### config.mk
export PLATFORM = sky130hd
export DESIGN_NAME = pacman_motion
export DESIGN_NICKNAME = d
export VERILOG_FILES = /design/src/rtl/pacman_motion.sv
export SDC_FILE = /design/constraint.sdc
export NUM_CORES = 1
export LEC_CHECK = 0
export ABC_AREA = 0
export BUFFER_PORTS_ARGS = -buffer_cell sky130_fd_sc_hd__clkbuf_2
export CELL_PAD_IN_SITES_DETAIL_PLACEMENT = 1
export CELL_PAD_IN_SITES_GLOBAL_PLACEMENT = 2
export CORE_AREA = 10 10 130 132
export DETAILED_ROUTE_END_ITERATION = 7
export DIE_AREA = 0 0 140 142
export GPL_ROUTABILITY_DRIVEN = 0
export PLACE_DENSITY_LB_ADDON = 0.3
export SKIP_CTS_REPAIR_TIMING = 1
export SYNTH_ARGS = -nofsm -noshare
export SYNTH_HDL_FRONTEND = slang
export SYNTH_SLANG_ARGS = --single-unit
### constraint.sdc
create_clock -name CLK -period 3.1 [get_ports CLK]
set_clock_uncertainty 0.1 [all_clocks]
set_input_delay 0.62 -clock CLK [delete_from_list [all_inputs] [get_ports CLK]]
set_output_delay 0.62 -clock CLK [all_outputs]
set_load 0.05 [all_outputs]
### src/rtl/pacman_motion.sv
// pacman_motion: owns Pacman's sprite origin. Once per frame it probes the
// maze wall memory in the requested or current direction and advances the
// 10x10 sprite one pixel, or holds it. Drives the origin and the isPac hit flag.
module pacman_motion #(
  parameter int PLAY_MAX = 246,
  parameter int START_X  = 123,
  parameter int START_Y  = 180
) (
  input  logic       CLK,
  input  logic       RESET,
  input  logic       VS,
  input  logic [7:0] keycode,
  input  logic [9:0] DrawX,
  input  logic [9:0] DrawY,
  output logic       wall_req,
  output logic [7:0] wall_qx,
  output logic [7:0] wall_qy,
  input  logic       wall_ack,
  input  logic       wall_hit,
  output logic [7:0] pac_mem_start_X,
  output logic [7:0] pac_mem_start_Y,
  output logic [1:0] pac_dir,
  output logic       isPac
);

  localparam logic [7:0] PLAY_MAX_B = PLAY_MAX[7:0];
  localparam logic [7:0] START_X_B  = START_X[7:0];
  localparam logic [7:0] START_Y_B  = START_Y[7:0];

  typedef enum logic [1:0] {
    DIR_RIGHT = 2'b00,
    DIR_LEFT  = 2'b01,
    DIR_UP    = 2'b10,
    DIR_DOWN  = 2'b11
  } dir_t;

  typedef enum logic [2:0] {
    IDLE,
    TRY_PEND,
    TRY_CUR,
    REQ,
    UPDATE
  } state_t;

  state_t     state;
  dir_t       pend_dir;
  dir_t       cur_dir;
  dir_t       move_dir;   // direction under test, held through REQ/UPDATE
  logic       move_pend;  // 1 when the outstanding probe is the pending turn
  logic [7:0] pos_x;
  logic [7:0] pos_y;

  logic vs_s1, vs_s2, vs_s3;
  logic frame_tick;

  dir_t       try_dir;
  logic [7:0] probe_x;
  logic [7:0] probe_y;
  logic       blocked;

  // Two-flop synchroniser for VS, then a registered rising-edge pulse.
  always_ff @(posedge CLK) begin
    // NOTE: sequential state uses non-blocking assignments so every flop
    // samples the pre-edge value of its neighbour; blocking here would
    // collapse the synchroniser chain into a single flop.
    if (RESET) begin
      vs_s1      <= 1'b0;
      vs_s2      <= 1'b0;
      vs_s3      <= 1'b0;
      frame_tick <= 1'b0;
    end else begin
      vs_s1      <= VS;
      vs_s2      <= vs_s1;
      vs_s3      <= vs_s2;
      frame_tick <= vs_s2 & ~vs_s3;
    end
  end

  // Latch the most recent recognised direction key; other codes are ignored.
  always_ff @(posedge CLK) begin
    if (RESET) begin
      pend_dir <= DIR_RIGHT;
    end else begin
      case (keycode)
        8'h1A:   pend_dir <= DIR_UP;
        8'h04:   pend_dir <= DIR_LEFT;
        8'h16:   pend_dir <= DIR_DOWN;
        8'h07:   pend_dir <= DIR_RIGHT;
        default: pend_dir <= pend_dir;
      endcase
    end
  end

  // Probe point and playfield bound check for the direction being tried.
  always_comb begin
    // NOTE: every signal written here gets a default first, so no path
    // leaves one unassigned and no latch is inferred.
    try_dir = (state == TRY_PEND) ? pend_dir : cur_dir;
    probe_x = pos_x;
    probe_y = pos_y;
    blocked = 1'b0;
    unique case (try_dir)
      DIR_RIGHT: begin
        probe_x = pos_x + 8'd10;
        probe_y = pos_y + 8'd5;
        blocked = (pos_x >= PLAY_MAX_B);
      end
      DIR_LEFT: begin
        probe_x = pos_x - 8'd1;
        probe_y = pos_y + 8'd5;
        blocked = (pos_x == 8'd0);
      end
      DIR_UP: begin
        probe_x = pos_x + 8'd5;
        probe_y = pos_y - 8'd1;
        blocked = (pos_y == 8'd0);
      end
      DIR_DOWN: begin
        probe_x = pos_x + 8'd5;
        probe_y = pos_y + 8'd10;
        blocked = (pos_y >= PLAY_MAX_B);
      end
    endcase
  end

  // Per-frame motion FSM: try pending turn, then current direction, then move.
  always_ff @(posedge CLK) begin
    if (RESET) begin
      state     <= IDLE;
      wall_req  <= 1'b0;
      wall_qx   <= 8'd0;
      wall_qy   <= 8'd0;
      pos_x     <= START_X_B;
      pos_y     <= START_Y_B;
      cur_dir   <= DIR_RIGHT;
      move_dir  <= DIR_RIGHT;
      move_pend <= 1'b0;
    end else begin
      unique case (state)
        IDLE: begin
          if (frame_tick) state <= (pend_dir != cur_dir) ? TRY_PEND : TRY_CUR;
        end
        TRY_PEND, TRY_CUR: begin
          if (blocked) begin
            state <= (state == TRY_PEND) ? TRY_CUR : IDLE;
          end else begin
            wall_qx   <= probe_x;
            wall_qy   <= probe_y;
            wall_req  <= 1'b1;
            move_dir  <= try_dir;
            move_pend <= (state == TRY_PEND);
            state     <= REQ;
          end
        end
        REQ: begin
          if (wall_ack) begin
            wall_req <= 1'b0;
            if (!wall_hit)      state <= UPDATE;
            else if (move_pend) state <= TRY_CUR;
            else                state <= IDLE;
          end
        end
        UPDATE: begin
          cur_dir <= move_dir;
          unique case (move_dir)
            DIR_RIGHT: pos_x <= pos_x + 8'd1;
            DIR_LEFT:  pos_x <= pos_x - 8'd1;
            DIR_UP:    pos_y <= pos_y - 8'd1;
            DIR_DOWN:  pos_y <= pos_y + 8'd1;
          endcase
          state <= IDLE;
        end
        default: state <= IDLE;
      endcase
    end
  end

  assign pac_mem_start_X = pos_x;
  assign pac_mem_start_Y = pos_y;
  assign pac_dir         = cur_dir;

  // Beam-in-sprite test, 10-bit compare against the zero-extended origin.
  logic [9:0] x_ext, y_ext;
  assign x_ext = {2'b00, pos_x};
  assign y_ext = {2'b00, pos_y};
  assign isPac = (DrawX >= x_ext) && (DrawX <= x_ext + 10'd9) &&
                 (DrawY >= y_ext) && (DrawY <= y_ext + 10'd9);

endmodule
==> qor.csv <==
stage,metric,value,unit
synth,Seq cells post-synth,47,
timing,f_max,288.2,MHz
synth,Post-synth top flop,dfxtp_1,
die,Initial Util,29.27,%
setup_path,crit-path cells,ha_4 > and2_4 > o21ai_2 > xnor2_1 > ha_1 > a21o_1 > a211oi_2 > o2111ai_2 > a221oi_2 > and4_4 > buf_12,
setup_path,Crit path largest cell delay,360,ps
route,DRC violations left,0,
synth,Synth Warn #,0,
status,status,"finished, violations left",
final_layout,Final Non-Filler Cells,799,
die,Die H,142,um
route,Final ANT Viol Nets,0,
synth,cell area after synthesis,0.004190,mm^2
clock_network,H-tree depth,2,
synth,Post-synth EDFFs,0,
synth,main combinational cell family by area after synthesis,compound AO/OA/AOI/OAI gates,
setup_path,WP data arrival,2750,ps
synth,Syn Area/Cell,8.074,um^2
place,cell count after placement,790,
final_layout,area growth from synthesis to layout,26.60,%
synth,Mapped Cells,519,
clock_network,CTS buffer count,5,
clock_network,Worst-path clk slew,70,ps
timing,max_slew headroom,34.46,%
global_routing,global-route wire length before repair,23.42,mm
timing,crit share post-route,111.9,%
clock_network,Sink Count,47,
timing,Slew Limit Fails,0,
final_layout,layout cells sized above 1,29.27,%
setup_path,Critical Path Fanout Max,3,
job,Max Cap Viol,0,
timing,Slew @ Worst Pin,958.3,ps
clock_network,clk root buf,clkbuf_16,
setup_path,critical path class,reg2out,
setup_path,Setup crit start kind,flop,
final_layout,fin nets,696,
status,failing checks,setup timing,
synth,adder-cell area share of the yosys netlist,14.63,%
final_layout,"commonest non-fill, non-tap cell in the layout",clkbuf_2,
final_layout,"commonest non-fill, non-tap cells in the layout","67 x clkbuf_2, 49 x buf_4, 45 x nor2_1, 45 x ha_1, 44 x nand2_1",
setup_path,Stages on worst setup path,11,
clock_network,Clock Latency Late Sink,300,ps
setup_path,CP max stage cell,dfxtp_4,
place,port bufs,68,
clock_network,CTS tree,built,
timing,final hold vios,0,
final_layout,Final Util,37.06,%
timing,Finish-stage setup viols,1,
synth,Yosys cell types,65,
route,drt first pass iters,4,
timing,Setup WS post-layout,-369.4,ps
die,Die W,140,um
global_routing,GR Overflow Total,0,
die,placeable core region,0.01431,mm^2
synth,"Seq/Total Area, Yosys",22.45,%
die,Ports,69,
synth,ys async rst share,0,%
power_and_ir_drop,leak pwr,2.186,nW
clock_network,clock buffer depth,2,
synth,Synth area leaders,"dfxtp_1 22%, ha_1 15%, xnor2_1 7.5%",
route,via count,4142,
place,detailed-placement wirelength estimate,11.50,mm
setup_path,critical path endpoint category,primary output,
die,die footprint,0.01988,mm^2
synth,area share of the largest cell type after synthesis,22.45,%
final_layout,n_diodes,0,
die,# rows,44,
synth,post-synthesis mux area share,4.897,%
synth,post-synthesis simple-gate area fraction,21.26,%
setup_path,RR Startpoint,pac_mem_start_Y[0]$_SDFFE_PP0P_,
synth,compound-cell area share of the yosys netlist,21.92,%
setup_path,CP Capture Point,isPac,
setup_path,R2R depth,10,
route,Routed WL,14.68,mm
setup_path,r2r endpoint,state[0]$_SDFFE_PP0P_,
global_routing,GRT Total Usage,14.23,%
synth,Synth Area in XOR/XNOR,8.152,%
route,DR vias/cell,5.184,
power_and_ir_drop,total power density per cell area,269.3,mW/mm^2
power_and_ir_drop,maximum VDD drop,0.1770,mV
timing,Final min period,3469,ps
setup_path,Worst R2R Setup Slack,140,ps
route,initial drt markers,156,
route,drt wl/cell,18.38,um
setup_path,WP data required,2380,ps
setup_path,Critical path buffers and inverters,1,
global_routing,largest net degree at the start of global routing,32,
setup_path,CP Launch Point,pac_mem_start_Y[1]$_SDFFE_PP0P_,
global_routing,initial antenna violation count,0,
synth,post-synthesis net count,601,
global_routing,number of global-route vias before repair,4454,
setup_path,Top delay family on crit path,compound AO/OA/AOI/OAI gates,
synth,dominant cell type by area after synthesis,dfxtp_1,
timing,unrepaired setup endpoints after global routing,true,
min_path,Worst Hold Class,reg2reg,
-- registers in the layout (all words and copies together) (netlist names) --
signal and count:
move_dir 2, pac_mem_start_Y 8, pend_dir 2, frame_tick 1
wall_qx 8, pac_mem_start_X 8, wall_req 1, pac_dir 2
state 3, vs_s2 1, move_pend 1, vs_s1 1
wall_qy 8, vs_s3 1
-- worst min-delay path by stage --
| stage | from | to | cells past startpoint | slack, ps |
|---|---|---|---|---|
| global placement | vs_s3$_SDFF_PP0_ | frame_tick$_SDFF_PP0_ | 1 | 280 |
| finish | vs_s3$_SDFF_PP0_ | frame_tick$_SDFF_PP0_ | 1 | 300 |
| floorplan | vs_s3$_SDFF_PP0_ | frame_tick$_SDFF_PP0_ | 1 | 270 |
| CTS | vs_s3$_SDFF_PP0_ | frame_tick$_SDFF_PP0_ | 1 | 300 |
| detailed placement | vs_s3$_SDFF_PP0_ | frame_tick$_SDFF_PP0_ | 1 | 290 |
| global route | vs_s3$_SDFF_PP0_ | frame_tick$_SDFF_PP0_ | 1 | 330 |
-- synth_stat cells, drive strengths merged (6+ instances only) --
master / count
ha: 49
dfxtp: 47
nand2: 45
nor2: 45
a21oi: 37
o21ai: 37
xnor2: 36
inv: 25
clkbuf: 18
mux2i: 14
nand3: 14
buf: 12
nor2b: 12
a211oi: 11
nor3: 10
nand2b: 8
o22ai: 8
nand4: 7
nor4: 6
o211ai: 6
or3: 6
-- power by group --
group / switching, mW / internal (mW) / total [mW]
logic: 0.120 / 0.0717 / 0.192
registers: 0.00869 / 0.607 / 0.616
clock network: 0.268 / 0.353 / 0.621
-- per-layer routing --
metal  routed length (um)  global-route usage [%]
met5                    0                       0
met4                  284                   4.185
met3                  414                   2.236
met2                 7399                   25.81
met1                 6584                   16.84
-- layout make-up --
class	count	area (um^2)
clock buffers	6	150.1
clock inverters	2	17.52
fillers	1773	9009
inverters	28	105.1
multi-input cells	415	3094
flip-flops and latches	47	984.7
well taps	184	230.2
repair buffers	117	723.2
-- kinds of logic after synthesis --
| kind of cell | after synthesis |
|---|---|
| AO/OA/AOI/OAI | 133 |
| XOR/XNOR | 39 |
| adder cells (fa/ha/maj) | 49 |
| buffers and inverters | 58 |
| flip-flops | 47 |
| multiplexers | 18 |
| AND/OR/NAND/NOR | 175 |
-- per-stage QoR --
step                      setup TNS (ps)  area [um^2]  hold WS (ps)  setup WS, ps  total power [mW]
after floorplan                        0         4323         267.4         2.550            0.7515
after global placement            -116.8         5080         276.0        -116.8            0.8133
after detailed placement          -191.8         5080         292.7        -118.1            0.8193
after CTS                         -656.3         5248         303.0        -466.4             1.441
after global routing              -488.3         5305         330.6        -488.3             1.489
final                             -369.4         5305         299.4        -369.4             1.429
(Power assumes the default switching activity.)
